### config.mk
export PLATFORM = sky130hd
export DESIGN_NAME = pwm_slew_limiter
export DESIGN_NICKNAME = d
export VERILOG_FILES = /design/src/rtl/pwm_slew_limiter.sv
export SDC_FILE = /design/constraint.sdc
export NUM_CORES = 1
export LEC_CHECK = 0
export ABC_CLOCK_PERIOD_IN_PS = 10300
export CAP_MARGIN = 30
export CORE_MARGIN = 4
export CORE_UTILIZATION = 45
export CTS_CLUSTER_DIAMETER = 40
export DETAILED_ROUTE_END_ITERATION = 16
export PLACE_DENSITY = 0.62
export SLEW_MARGIN = 30
export SYNTH_ARGS = -nofsm -noshare
export SYNTH_HDL_FRONTEND = slang
export SYNTH_SLANG_ARGS = --single-unit
### constraint.sdc
create_clock -name clk_255kHz -period 10.3 [get_ports clk_255kHz]
set_input_delay 2.575 -clock clk_255kHz [delete_from_list [all_inputs] [get_ports clk_255kHz]]
set_output_delay 2.575 -clock clk_255kHz [all_outputs]
set_load 0.05 [all_outputs]
### src/rtl/pwm_slew_limiter.sv
// pwm_slew_limiter: rate-limits the PWM width toward the commanded target, with pause and watchdog failsafe
module pwm_slew_limiter #(
    parameter int STEP_DIV = 255,
    parameter int MAX_STEP = 4,
    parameter int NEUTRAL  = 127,
    parameter int WDOG_MS  = 500
) (
    input  logic       clk_255kHz,
    input  logic       reset,
    input  logic [7:0] target,
    input  logic       target_strobe,
    input  logic       pause,
    output logic [7:0] width,
    output logic       at_target,
    output logic       failsafe
);
    localparam int WDOG_CYC = WDOG_MS * 255;
    localparam int WW       = $clog2(WDOG_CYC);
    localparam int DW       = STEP_DIV > 1 ? $clog2(STEP_DIV) : 1;

    typedef enum logic [1:0] {FAILSAFE, RUN, PAUSED} state_t;

    state_t          state_q, state_d;
    logic [7:0]      tgt_q, tgt_d;
    logic [7:0]      width_q, width_d;
    logic [DW-1:0]   div_q, div_d;
    logic [WW-1:0]   wdog_q, wdog_d;
    logic            tick;
    logic [7:0]      goal;
    logic signed [8:0] diff;
    logic [8:0]      mag;

    // Free-running slew divider; tick marks the last count of each period
    always_comb begin
        tick  = div_q == DW'(STEP_DIV - 1);
        div_d = tick ? '0 : div_q + 1'b1;
    end

    // Mode control: strobes latch a fresh target, watchdog only runs while tracking it
    always_comb begin
        state_d = state_q;
        tgt_d   = tgt_q;
        wdog_d  = '0;
        case (state_q)
            FAILSAFE: if (target_strobe && !pause) begin
                state_d = RUN;
                tgt_d   = target;
            end
            RUN: if (pause) state_d = PAUSED;
                 else if (target_strobe) tgt_d = target;
                 else if (wdog_q == WW'(WDOG_CYC - 1)) state_d = FAILSAFE;
                 else wdog_d = wdog_q + 1'b1;
            PAUSED: if (!pause) state_d = FAILSAFE;
            default: state_d = FAILSAFE;
        endcase
    end

    // Slew: snap to goal when within one step, else move one full step toward it
    always_comb begin
        goal    = state_q == RUN ? tgt_q : 8'(NEUTRAL);
        diff    = $signed({1'b0, goal}) - $signed({1'b0, width_q});
        mag     = diff[8] ? 9'(-diff) : 9'(diff);
        width_d = !tick ? width_q
                : mag <= 9'(MAX_STEP) ? goal
                : diff[8] ? width_q - 8'(MAX_STEP)
                : width_q + 8'(MAX_STEP);
    end

    // State registers with synchronous reset to neutral failsafe
    always_ff @(posedge clk_255kHz) begin
        if (reset) begin
            state_q <= FAILSAFE;
            tgt_q   <= 8'(NEUTRAL);
            width_q <= 8'(NEUTRAL);
            div_q   <= '0;
            wdog_q  <= '0;
        end else begin
            state_q <= state_d;
            tgt_q   <= tgt_d;
            width_q <= width_d;
            div_q   <= div_d;
            wdog_q  <= wdog_d;
        end
    end

    assign width     = width_q;
    assign at_target = width_q == goal;
    assign failsafe  = state_q == FAILSAFE;
endmodule
==> out/qor.yml <==
sta:
  fin_crit_sh_pct: 54.1
  hold_slack_ps: 449
  setup_viol: 0
  rsz0062_at_grt: "false"
  max_slew_margin_pct: 37.0
  clock_skew_ps: 13.7
  finalHoldViolCount: 0
  fmax_mhz: 180
  worstMarginPinSlew_ps: 942
  fin_crit_ps: 5570
  setup_tns_ps: 0
  slew_viol_final: 0
power_and_ir_drop:
  finalPower_uw: 366
  ir_drop_mv: 0.101
  p_per_area_nw_per_um2: 117
  pwr-share-seq_pct: 46.8
  p_switching_uw: 101
  pwr-share-clk_pct: 36.8
  swShare_pct: 27.5
  leakage_uw: 0.00120
  p_int_uw: 265
  p_comb_share_pct: 16.4
layout:
  mostFrequentLayoutCells: "nor2_1, dfxtp_1, nand2_1"
  final_common_cell: "nor2_1"
  syn_to_final_growth_pct: 12.7
  drive_gt1_share_pct: 8.55
  final_core_util_pct: 52.3
  instances_no_fill: 426
  finalNetCount: 380
  antenna_cells: 0
outcome:
  status: "finished clean"
logic_synthesis:
  netlist.top_cell.by_area: "dfxtp_1"
  synth_cells: 336
  netlist.area_leader.share_pct: 31.1
  synth_ff_type: "dfxtp_1"
  synth_edf_count: 0
  ys_types: 56
  async_flop_share_pct: 0
  synthesis.area_um2: 2770
  ys_seq_elements: 43
  syn_nets: 366
  ys_top_cells_by_area: "dfxtp_1, ha_1, nor2_1, xor2_1, mux2i_1"
  yosysSeqAreaShare_pct: 31.1
  yosys_warnings: 0
  postSynthAreaPerCell_um2: 8.23
clocking:
  clk_pin_slew_worst_paths_ps: 80
  cts_resized: 0
  cts_max_level: 2
  clk_path_buf_depth: 2
  insertion_delay_ps: 300
  hold_buffers: 0
  clkSinkCount: 43
  cts-buffers-inserted: 5
  cts_tree: "yes"
  cts_setup_buffers: 0
  clockRootBuffer: "clkbuf_8"
critical_path:
  ff2ff_path_depth: 16
  r2r-end: "width[7]$_SDFFE_PP0N_"
  ff2ff_setup_slack_ps: 6010
  path_class: "reg2out"
  crit_arrival_ps: 2990
  reg2reg_from: "state_q[1]$_SDFFE_PP0P_"
  cp-start-kind: "flip-flop"
  worstPathMaxFanout: 13
  crit_path_end_kind: "primary output"
  worstPathRequired_ps: 7730
route:
  ant_nets: 0
  vias: 2346
  first_pass_iters: 4
  vias_per_cell: 5.51
  wire_per_inst_um: 14.0
  post-route-drc-count: 0
  dr.first_iter.drc_count: 100
  totalWireLength_um: 5940
floorplan:
  rows: 28
  start_util_pct: 46.4
  io_pins: 22
  die_y_um: 86.4
  dieArea_um2: 7470
  fp.dieW_um: 86.4
  core-area_um2: 5960
min_path:
  min_path_cells: 1
  hp-start: "wdog_q[0]$_SDFF_PP0_"
  whs_endpoint: "wdog_q[0]$_SDFF_PP0_"
  hold_class: "reg2reg"
global_routing:
  antenna_found_initial: 0
  grt_overflow: 0
  grt_pass1_wl_um: 10100
  grt_use_total_pct: 16.7
  grt_start_max_net_pins: 18
  first_global_vias: 2110
place:
  place_hpwl_um: 4470
  gp_congestion: 0.922
  placed_cells: 418
  port_buffers: 21
flow_run:
  drv_cap: 0
-- per-layer routing --
layer  part of all wire, %  GRT usage (%)  vias up
met5                     0              0        -
met4                  0.77           3.82        0
met3                   4.4           2.76        6
met2                    43           24.7       44
met1                    52           25.2     1087
li1                      -              -     1209
-- cell families (layout without fill, tap and decap cells) --
group,Yosys count,count (layout),synth area share (%)
multiplexers,11,11,4.03
adder cells (fa/ha/maj),18,18,8.68
AO/OA/AOI/OAI,60,60,14.8
buffers and inverters,32,47,5.52
XOR/XNOR,28,28,8.86
flip-flops,43,43,31.1
AND/OR/NAND/NOR,144,144,27.0
-- cell usage after synthesis (2+ instances only) --
master	n
nor3_1	8
clkbuf_1	8
buf_2	4
nand3_1	14
nor2_1	49
nor4_2	3
fa_1	2
or2_2	10
o31ai_1	2
a211oi_2	2
a21oi_1	15
a211oi_1	3
mux2i_1	10
xor2_1	19
a21o_1	4
nor4_1	2
nor2b_1	2
o21ai_1	6
nor4b_2	2
a311oi_1	3
inv_1	16
dfxtp_1	43
o21ai_0	6
a2111oi_0	2
nand2b_1	5
and3_1	5
or3_1	7
o211a_1	2
nor4b_1	2
xnor2_1	9
nand4_1	4
a31oi_1	2
buf_6	2
ha_1	16
nand2_1	24
o211ai_1	3
-- final cells by class --
class                      count  area [µm²]
tap                           75        93.8
timing repair buffer          22         218
multi-input combinational    261        1750
fill                         609        2840
clock inverter                 3        46.3
clock buffer                   5        68.8
sequential                    43         861
inverter                      17        76.3
-- metrics by stage --
step | worst slack (ps) | area [µm²]
after global routing | 4590 | 3120
after CTS | 4760 | 3120
final | 4730 | 3120
after detailed placement | 5080 | 3000
after floorplan | 5660 | 2770
after global placement | 5110 | 3000
-- registers in the layout, summed over array words and instances (netlist names) --
| name | flops |
|---|---|
| wdog_q | 17 |
| div_q | 8 |
| tgt_q | 8 |
| width | 8 |
| state_q | 2 |
-- critical path, stage by stage (launching register included) --
cell and delay, ps:
dfxtp_1 350, nand2b_1 290, or2_2 370, ha_1 510
nand4_1 230, nor2_1 150, clkdlybuf4s50_1 810
-- worst max-delay path by stage --
stage                      endpoint  cells after the start                     from
after floorplan           at_target                      6  state_q[1]$_SDFFE_PP0P_
after global placement    at_target                      6  state_q[1]$_SDFFE_PP0P_
after detailed placement  at_target                      6  state_q[1]$_SDFFE_PP0P_
after CTS                 at_target                      6  state_q[1]$_SDFFE_PP0P_
after global routing      at_target                      6  state_q[1]$_SDFFE_PP0P_
final                     at_target                      6  state_q[1]$_SDFFE_PP0P_
-- power by group through the flow --
stage                     sequential [µW]  combinational (µW)  clock, µW
after CTS                             171                60.0        140
final                                 171                60.0        135
after global routing                  172                66.2        146
after global placement                175                59.3          0
after floorplan                       175                44.7          0
after detailed placement              175                59.5          0
(Power assumes the default switching activity.)
